File: config.mk
export PLATFORM = sky130hd
export DESIGN_NAME = gs_elim_engine
export DESIGN_NICKNAME = d
export VERILOG_FILES = /design/src/rtl/gs_elim_engine.sv
export SDC_FILE = /design/constraint.sdc
export NUM_CORES = 1
export LEC_CHECK = 0
export CORE_MARGIN = 3
export CORE_UTILIZATION = 25
export CTS_CLUSTER_DIAMETER = 150
export DETAILED_ROUTE_END_ITERATION = 6
export PLACE_DENSITY = 0.46
export SYNTH_ARGS = -nofsm -noshare
export SYNTH_HDL_FRONTEND = slang
export SYNTH_SLANG_ARGS = --single-unit
File: constraint.sdc
create_clock -name clk -period 16.25 [get_ports clk]
set_input_delay 3.25 -clock clk [delete_from_list [all_inputs] [get_ports clk]]
set_output_delay 3.25 -clock clk [all_outputs]
set_load 0.02 [all_outputs]
File: src/rtl/gs_elim_engine.sv
// GF(2) Gaussian elimination over rows streamed from a fixed-latency RAM; reports rank,
// optionally writes back row-echelon rows. Define GS_ELIM_RREF_EN for reduced-echelon write-back.
module gs_elim_engine #(
  parameter int DAT_W      = 16,
  parameter int DAT_D      = 16,
  parameter int READ_DELAY = 2
) (
  input  logic                       clk,
  input  logic                       rst,
  input  logic                       start,
  input  logic                       mode,
  input  logic [$clog2(DAT_D+1)-1:0] nrows,
  output logic                       busy,
  output logic                       done,
  output logic [$clog2(DAT_W+1)-1:0] rank,
  output logic                       full_rank,
  input  logic [DAT_W-1:0]           mem_din,
  output logic [DAT_W-1:0]           mem_dout,
  output logic [$clog2(DAT_D)-1:0]   mem_addr,
  output logic                       mem_rw
);
  localparam int NR_W = $clog2(DAT_D+1);
  localparam int RK_W = $clog2(DAT_W+1);
  localparam int AD_W = $clog2(DAT_D);
  localparam int LD_W = (DAT_W > 1) ? $clog2(DAT_W) : 1;
  localparam logic [1:0]      WAIT_INIT = 2'((READ_DELAY > 1) ? READ_DELAY - 2 : 0);
  localparam logic [RK_W-1:0] FULL_RK   = RK_W'(DAT_W);

  typedef enum logic [3:0] {
    IDLE, RD, WAIT, RED, WR, ZWR,
`ifdef GS_ELIM_RREF_EN
    BSUB, BWR,
`endif
    DONE
  } state_t;

  state_t                        state;
  logic                          mode_q;
  logic [NR_W-1:0]               nrows_q, row, row_nxt;
  logic [AD_W-1:0]               addr_nxt;
  logic [1:0]                    wcnt;
  logic [DAT_W-1:0][DAT_W-1:0]   piv;
  logic [DAT_W-1:0]              piv_vld;
  logic [DAT_W-1:0]              red;
  logic [LD_W-1:0]               lead;
  logic [RK_W-1:0]               rank_inc;
  logic                          row_last;

  assign row_nxt  = row + NR_W'(1);
  assign addr_nxt = AD_W'(row_nxt);
  assign row_last = (row_nxt == nrows_q);
  assign rank_inc = rank + RK_W'(red != '0);

  function automatic logic is_full(input logic [RK_W-1:0] r, input logic [NR_W-1:0] n);
    return int'(r) == ((int'(n) < DAT_W) ? int'(n) : DAT_W);
  endfunction

  // Reduce the incoming row against the pivot bank, highest column first.
  always_comb begin
    red = mem_din;
    for (int j = DAT_W-1; j >= 0; j--)
      if (red[j] && piv_vld[j]) red = red ^ piv[j];
    lead = '0;
    for (int j = 0; j < DAT_W; j++)
      if (red[j]) lead = LD_W'(j);
  end

`ifdef GS_ELIM_RREF_EN
  logic [DAT_W-1:0][DAT_W-1:0] piv_sub;
  logic [LD_W-1:0]             bcnt, top;

  // One back-substitution step: clear column bcnt from every other pivot.
  always_comb begin
    for (int m = 0; m < DAT_W; m++) begin
      piv_sub[m] = piv[m];
      if (piv_vld[bcnt] && piv_vld[m] && m != int'(bcnt) && piv[m][bcnt])
        piv_sub[m] = piv[m] ^ piv[bcnt];
    end
    top = '0;
    for (int j = 0; j < DAT_W; j++)
      if (piv_vld[j]) top = LD_W'(j);
  end
`endif

  always_ff @(posedge clk) begin
    if (rst) begin
      state     <= IDLE;
      busy      <= 1'b0;
      done      <= 1'b0;
      rank      <= '0;
      full_rank <= 1'b0;
      mem_rw    <= 1'b0;
      mem_addr  <= '0;
      mem_dout  <= '0;
      piv_vld   <= '0;
      mode_q    <= 1'b0;
      nrows_q   <= '0;
      row       <= '0;
      wcnt      <= '0;
`ifdef GS_ELIM_RREF_EN
      bcnt      <= '0;
`endif
    end else begin
      done     <= 1'b0;
      mem_rw   <= 1'b0;
      mem_dout <= '0;
      case (state)
        IDLE: if (start) begin
          busy      <= 1'b1;
          mode_q    <= mode;
          nrows_q   <= nrows;
          row       <= '0;
          mem_addr  <= '0;
          piv_vld   <= '0;
          rank      <= '0;
          full_rank <= 1'b0;
          if (nrows == '0) begin
            state     <= DONE;
            done      <= 1'b1;
            full_rank <= 1'b1;
          end else state <= RD;
        end
        RD: begin
          wcnt  <= WAIT_INIT;
          state <= (READ_DELAY > 1) ? WAIT : RED;
        end
        WAIT: if (wcnt == '0) state <= RED; else wcnt <= wcnt - 2'd1;
        RED: begin
          if (red != '0) begin
            piv[lead]     <= red;
            piv_vld[lead] <= 1'b1;
            rank          <= rank_inc;
          end
          if (mode_q) begin
`ifdef GS_ELIM_RREF_EN
            if (row_last || rank_inc == FULL_RK) begin
              state <= BSUB;
              bcnt  <= LD_W'(DAT_W-1);
            end else begin
              state    <= RD;
              row      <= row_nxt;
              mem_addr <= addr_nxt;
            end
`else
            state    <= WR;
            mem_rw   <= 1'b1;
            mem_dout <= red;
`endif
          end else if (row_last || rank_inc == FULL_RK) begin
            state     <= DONE;
            done      <= 1'b1;
            full_rank <= is_full(rank_inc, nrows_q);
          end else begin
            state    <= RD;
            row      <= row_nxt;
            mem_addr <= addr_nxt;
          end
        end
        // Once the bank is full, every remaining row can only reduce to zero.
        WR, ZWR: if (row_last) begin
          state     <= DONE;
          done      <= 1'b1;
          full_rank <= is_full(rank, nrows_q);
        end else begin
          row      <= row_nxt;
          mem_addr <= addr_nxt;
          if (rank == FULL_RK) begin
            state  <= ZWR;
            mem_rw <= 1'b1;
          end else state <= RD;
        end
`ifdef GS_ELIM_RREF_EN
        BSUB: begin
          piv <= piv_sub;
          if (bcnt == '0) begin
            state    <= BWR;
            row      <= '0;
            mem_addr <= '0;
            mem_rw   <= 1'b1;
            mem_dout <= (|piv_vld) ? piv_sub[top] : '0;
            if (|piv_vld) piv_vld[top] <= 1'b0;
          end else bcnt <= bcnt - LD_W'(1);
        end
        // Pivots drain highest-first by retiring each one's valid bit as it is written.
        BWR: if (row_last) begin
          state     <= DONE;
          done      <= 1'b1;
          full_rank <= is_full(rank, nrows_q);
        end else begin
          row      <= row_nxt;
          mem_addr <= addr_nxt;
          mem_rw   <= 1'b1;
          mem_dout <= (|piv_vld) ? piv[top] : '0;
          if (|piv_vld) piv_vld[top] <= 1'b0;
        end
`endif
        DONE: begin
          busy  <= 1'b0;
          state <= IDLE;
        end
        default: state <= IDLE;
      endcase
    end
  end
endmodule
==> metrics.txt, run 1 <==
Least-Margin Pin Slew=1150 ps; Worst slew margin=0.228; Max VDD drop=0.0000580 V; first-pass GRT wire length=72.3 mm; FF-to-FF setup slack=4040 ps; CTS HTree Levels=2; area grow syn2layout=16.5%; setup TNS=0 ps; Final Hold Slack=513 ps; CTS Buf Count=36; floorplan row count=just over 90; cell mode on critical path=nor2_1; outcome=completed; vias in the first global route=11.9k; Die X=263 um; CTS sink cnt=313; vias per cell=4.81; IO Pins=54; Post-CTS Resized=0; DP Cell Count=2433; maximum fanout along the worst path=14; antenna violations before repair=0; CTS Buffer Depth=3; Worst Setup SP=mem_din[15]; Root Buffer Master=clkbuf_16; post-synthesis sequential area ratio=0.533; Reg2Reg Capture Point=mem_addr[2]$_SDFFE_PP0P_; Vias=12.0k; CP max stage delay=around 610 ps; post-detailed-placement half-perimeter wirelength=32.7 mm; max_cap viols=0; Netlist cell types=103; number of flops mapped to enable cells by yosys=256; Buffers on Ports=53; Iter 0 DRT Violations=just under 900; Placement Setup Slack=913 ps; fmax=between 60 and 70 MHz; Final Skew=18.6 ps; min-delay worst type=reg2reg; worst setup path end=mem_addr[2]$_SDFFE_PP0P_; total gr overflow=0; core region area=65000 um^2; Slowest-stage cell, CP=mux2i_1; Leak Pwr=0.00600 uW; ys async rst share=0; RePlAce Congestion=0.827; Residual DRC=0; Setup CP Type=in2reg; PwrDens=roughly 95 nW/um^2; CTS clock-pin slew for the worst setup and hold paths=approximately 60 ps; leading register cell type out of synthesis=edfxtp_1; later-pin clock latency in the skew report=560 ps; Post-CTS Hold Fix Bufs=0; CP required=16730 ps; Tmin final=14890 ps; R2R cell count=40; Mapped Nets=1583; final setup violation count=0; period utilization=0.916; die height=263 um; Syn Area/Cell=10.7 um^2; Post-DRT Antenna Nets=0; pin count of the biggest net entering global routing=52; CTS tree=done; Fin. Hold Viols=0; Starting Density=0.255; Arr. time, crit path=between 15000 and 20000 ps; RSZ-0062 raised after global routing=false; DR pass1 iterations=5; RR Startpoint=piv_vld[15]$_SDFFE_PP0P_; Die Area=69400 um^2; cell count after synthesis=1554; nets@finish=1645; Seq cells post-synth=~310; Setup crit end kind=flop; Startpoint Class=primary input; min setup slack post-route=1360 ps; Layout Cells excl Fill=2499; GR Util All Layers=0.134; layout cells sized above 1=0.0901; # Post-CTS Setup Buffers=0; Slew Viols, Final=0; Mapped Area=between 15000 and 20000 um^2; Synth Warn #=0; WL final=47.3 mm; Avg WL per Cell=~19 um
flip-flops by register name (all words and copies together), names as in the netlist:
register	count
state	3
row	2
done	1
mem_dout	16
rank	5
full_rank	1
busy	1
piv_vld	16
mem_addr	3
mode_q	1
nrows_q	5
mem_rw	1
piv	256
wcnt	2
per-stage QoR:
| step | total power (uW) | util | area [um^2] |
|---|---|---|---|
| 4_1_cts | 1860 | 0.297 | 19300 |
| 6_report | 1830 | 0.297 | 19300 |
| 5_1_grt | 1900 | 0.297 | 19300 |
| 3_3_place_gp | 1070 | 0.279 | 18200 |
| 3_5_place_dp | 1070 | 0.279 | 18200 |
| 2_1_floorplan | 1000 | - | 16600 |
power by group:
group,total [uW],switching (uW),leakage [uW],internal [uW]
combinational,165,107,0.00270,57.2
sequential,883,6.47,0.00276,877
clock,784,338,0.000540,447
total,1830,452,0.00600,1380
area by class of cell:
type,instances,area [um^2]
fillers,6657,45700
diodes,2,5.00
multi-input cells,1130,7280
clock inverters,15,124
repair buffers,95,846
inverters,40,150
flip-flops and latches,313,8830
clock buffers,49,991
well taps,855,1070
placed cells by master (no fill, tap or decap), types with 11 or more instances in the layout:
master           Yosys  layout
a211oi_1            17      17
a21oi_1             51      51
a31oi_1             13      13
and2_1              20      20
buf_4                7      42
clkbuf_16            0      37
clkdlybuf4s50_1      0      53
dfxtp_1             57      57
edfxtp_1           256     256
inv_1               39      39
nand2_1            278     278
nand2b_1            11      11
nand3_1             47      47
nand3b_1            13      13
nand4_1             14      14
nor2_1              93      93
nor2b_1             14      14
nor3_1              28      27
nor3b_1             17      17
o2111ai_1           12      12
o211ai_1            15      15
o21ai_0             48      48
o21ai_1             12      12
xnor2_1            178     178
xor2_1              31      30
synthesized netlist by cell type, types with 10 or more instances:
| master | number | area [um^2] |
|---|---|---|
| xor2_1 | 31 | 272 |
| nand3_1 | 47 | 235 |
| and2_1 | 20 | 125 |
| xnor2_1 | 178 | 1560 |
| clkbuf_1 | 50 | 188 |
| edfxtp_1 | 256 | 7690 |
| o211ai_1 | 15 | 113 |
| o21ai_1 | 12 | 60.1 |
| nand3b_1 | 13 | 97.6 |
| nand2_1 | 278 | 1040 |
| a211oi_1 | 17 | 128 |
| inv_1 | 39 | 146 |
| a31oi_1 | 13 | 81.3 |
| nand2b_1 | 11 | 68.8 |
| dfxtp_1 | 57 | 1140 |
| nor3_1 | 28 | 140 |
| a21oi_1 | 51 | 255 |
| nor3b_1 | 17 | 128 |
| nand4_1 | 14 | 87.6 |
| or3_1 | 10 | 62.6 |
| o21ai_0 | 48 | 240 |
| nor2_1 | 93 | 349 |
| mux2i_1 | 10 | 100 |
| nor2b_1 | 14 | 87.6 |
| o2111ai_1 | 12 | 105 |
| o31ai_1 | 10 | 75.1 |
worst max-delay path: cells and delay by family:
kind | cells | cell delay [ps]
mux | 3 | 1350
buf+inv | 4 | 1100
xor+xnor | 4 | 1110
compound gates | 11 | 2710
simple gates | 17 | 5370
fa+ha+maj | 2 | 460
worst min-delay path by stage:
stage | startpoint | end | slack [ps] | depth (start not counted)
global placement | piv_vld[9]$_SDFFE_PP0P_ | piv_vld[9]$_SDFFE_PP0P_ | 510 | 2
CTS | piv_vld[9]$_SDFFE_PP0P_ | piv_vld[9]$_SDFFE_PP0P_ | 510 | 2
global route | nrows_q[1]$_SDFFE_PP0P_ | nrows_q[1]$_SDFFE_PP0P_ | 560 | 2
detailed placement | piv_vld[9]$_SDFFE_PP0P_ | piv_vld[9]$_SDFFE_PP0P_ | 510 | 2
finish | piv_vld[9]$_SDFFE_PP0P_ | piv_vld[9]$_SDFFE_PP0P_ | 510 | 2
floorplan | piv_vld[9]$_SDFFE_PP0P_ | piv_vld[9]$_SDFFE_PP0P_ | 440 | 2
per-layer routing:
metal  share of wire  global-route usage
met2            0.48               0.226
met1            0.45               0.176
met3           0.045              0.0199
met5               0                   0
met4           0.022              0.0405
kinds of logic after synthesis:
family / synth area share
buffers and inverters: 0.0286
AND/OR/NAND/NOR: 0.179
adder cells (fa/ha/maj): 0.00302
flip-flops: 0.533
AO/OA/AOI/OAI: 0.126
XOR/XNOR: 0.118
multiplexers: 0.0116
(Power assumes the default switching activity.)
==> inputs of run 2 (changes only) <==
--- a/config.mk
+++ b/config.mk
@@ -5,6 +5,8 @@
 export SDC_FILE = /design/constraint.sdc
 export NUM_CORES = 1
 export LEC_CHECK = 0
+export ABC_AREA = 1
+export CORE_ASPECT_RATIO = 0.8
 export CORE_MARGIN = 3
 export CORE_UTILIZATION = 25
 export CTS_CLUSTER_DIAMETER = 150
==> run 2 against run 1 <==
  * Critical path depth grew 28
  * Via count shrank 3.2%
  * Largest cell class unchanged
  * Highest routed layer unchanged
  * Global-route usage shrank 0.22 points
  * Largest power group unchanged
  * Critical path type unchanged
==> metrics.txt, run 2 <==
outcome=completed; CTS tree=done; most frequent cells in the layout=nand2_1 (464), edfxtp_1 (256), inv_1 (170); number of diodes=0 (-2); Fin. Hold Viols=0 (unchanged); Max VDD drop=0.0000623 V (+7.5%); Iter 0 DRT Violations=846 (-5.4%); setup TNS=0 ps (unchanged); RR Startpoint=piv_vld[15]$_SDFFE_PP0P_; Final Skew=18.0 ps (-0.576 ps); Post-DRT Antenna Nets=0 (unchanged); CTS Buf Count=39 (+8.3%); Setup CP Type=in2reg; Least-Margin Pin Slew=1030 ps (-121 ps); Vias=11.6k (-3.2%); period utilization=0.880 (-0.0361); Design Area, Final=19100 um^2 (-0.96%); min-delay worst type=reg2reg; max FFs per register=256 (unchanged); CP max stage delay=1020 ps (+410 ps); fmax=69.9 MHz (+4.1%); Slowest-stage cell, CP=clkdlybuf4s50_1; ys async rst share=0 (unchanged); RePlAce Congestion=0.855 (+3.4%); DR pass1 iterations=5 (unchanged); CP Buf/Inv Count=7 (+3); cell family with most CP delay=simple AND/OR/NAND/NOR gates; floorplan row count=83 (-11%); Synth Warn #=0 (unchanged); top post-synthesis cells by area=edfxtp_1 (47%), nand2_1 (11%), xor2_1 (8.3%); GR Util All Layers=0.131 (-0.00223); layout cells sized above 1=0.118 (+0.0275); Buffers on Ports=53 (unchanged); Post-CTS Hold Fix Bufs=0 (unchanged); cell mode on critical path=nand2_2; number of flops mapped to enable cells by yosys=256 (unchanged); Post-CTS Resized=0 (unchanged); synth cell count leaders=nand2_1 (464), edfxtp_1 (256), inv_1 (170); Slew Viols, Final=0 (unchanged); antenna violations before repair=0 (unchanged); Residual DRC=0 (unchanged); CTS HTree Levels=2 (unchanged); area grow syn2layout=17.1%; RSZ-0062 raised after global routing=false; cell count after synthesis=1686 (+8.5%); Startpoint Class=primary input; hold_sp=wcnt[1]$_SDFFE_PP0P_; final setup violation count=0 (unchanged); first-pass GRT wire length=68.6 mm (-5.1%); Netlist cell types=56 (-46%); pin count of the biggest net entering global routing=23 (-56%); Mapped Nets=1715 (+8.3%); Tmin final=14300 ps (-586 ps); Hold Path Sink=wcnt[1]$_SDFFE_PP0P_; Root Buffer Master=clkbuf_16; Reg2Reg Capture Point=row[4]$_SDFFE_PP0P_; most common cell in the synthesized netlist=nand2_1; CTS clock-pin slew for the worst setup and hold paths=60 ps (about the same); Avg WL per Cell=17.0 um (-10%); Setup crit end kind=flop; largest registers=piv x256, mem_dout x16, piv_vld x16; post-synthesis sequential area ratio=0.541 (+0.00777); CTS Buffer Depth=3 (unchanged); Die X=292 um (+11%); Leak Pwr=0.00706 uW (+18%); Most flops, register=piv; FF-to-FF setup slack=4750 ps (+710 ps); Seq cells post-synth=313 (unchanged); WL final=45.0 mm (-4.8%); IO Pins=54 (unchanged); Syn Area/Cell=9.68 um^2 (-9.2%); Worst slew margin=0.309 (+0.0818); later-pin clock latency in the skew report=570 ps (about the same); CP required=16710 ps (-20 ps); nets@finish=1791 (+8.9%); vias in the first global route=11.5k (-3.0%); maximum fanout along the worst path=22 (+8); Mapped Area=16300 um^2 (-1.4%); max_cap viols=0 (unchanged); core region area=64400 um^2 (-1.0%); vias per cell=4.41 (-8.5%); leading cell type in the layout, fill and taps excluded=nand2_1; total gr overflow=0 (unchanged); Arr. time, crit path=14770 ps (-600 ps); R2R cell count=68 (+70%); CTS sink cnt=313 (unchanged); Yosys top cell by area=edfxtp_1; post-detailed-placement half-perimeter wirelength=31.4 mm (-4.1%); PwrDens=111 nW/um^2 (+17%); leading register cell type out of synthesis=edfxtp_1; Die Area=68400 um^2 (-1.4%); placed instance area=17800 um^2 (-2.1%); # Post-CTS Setup Buffers=0 (unchanged); hold depth=2 (unchanged); top-area cell type share of the netlist area=0.471 (+0.00676); Starting Density=0.253 (-0.00109); die height=235 um (-11%)
==> run 2: worst reg2reg max path, delay by kind of cell, from the launching register on <==
kind	cells	cell delay (ps)
AO/OA/AOI/OAI	3	450
buffers and inverters	6	950
adder cells (fa/ha/maj)	2	430
AND/OR/NAND/NOR	55	8150
flip-flops	1	880
XOR/XNOR	2	550
==> run 2: how the worst max path moves through the flow <==
stage | startpoint | endpoint | slack [ps] | cells past startpoint
3_5_place_dp | mem_din[15] | row[4]$_SDFFE_PP0P_ | 1400 | 69
3_3_place_gp | mem_din[15] | row[4]$_SDFFE_PP0P_ | 1860 | 69
5_1_grt | mem_din[15] | row[4]$_SDFFE_PP0P_ | 690 | 69
6_report | mem_din[15] | row[4]$_SDFFE_PP0P_ | 1950 | 69
4_1_cts | mem_din[15] | row[3]$_SDFFE_PP0P_ | 1990 | 69
2_1_floorplan | mem_din[15] | piv[208]$_DFFE_PP_ | 5040 | 55
==> run 2: routing by layer <==
| metal | routed length [um] | vias to the layer above | global-route usage |
|---|---|---|---|
| met5 | 0 | - | 0 |
| met1 | 23100 | 5561 | 0.192 |
| met3 | 1940 | 58 | 0.0213 |
| li1 | - | 5770 | - |
| met2 | 18900 | 258 | 0.197 |
| met4 | 1130 | 0 | 0.0416 |
==> run 2: report_power, final <==
part	switching [uW]	leakage, uW	total, uW	internal [uW]
clock network	355	0.000634	880	526
logic	230	0.00366	330	99.7
registers	17.8	0.00276	916	899
total	603	0.00706	2130	1520
==> run 2: logic make-up (layout without fill, tap and decap cells) <==
kind of cell	count (synthesis)	count (layout)	synth area share
buf+inv	226	333	0.0626
flops	313	313	0.541
compound gates	78	78	0.0288
simple gates	890	890	0.265
xor+xnor	175	175	0.0994
fa+ha+maj	4	4	0.00307
==> run 2: through the flow <==
step	worst slack, ps	cells	hold slack [ps]	power [uW]	utilization
floorplan	5040	1686	443	1150	-
global placement	1860	2571	459	1260	0.276
detailed placement	1400	2571	480	1260	0.276
CTS	1990	2643	489	2160	0.297
global route	686	2643	523	2220	0.297
finish	1950	2643	482	2130	0.297
==> run 2: final cells by class <==
class / count / area (um^2)
Clock buffer: 53 / 1090
Clock inverter: 19 / 220
Fill cell: 6679 / 45300
Inverter: 185 / 707
Multi-Input combinational cell: 1147 / 6500
Sequential cell: 313 / 8830
Tap cell: 850 / 1060
Timing Repair Buffer: 76 / 703
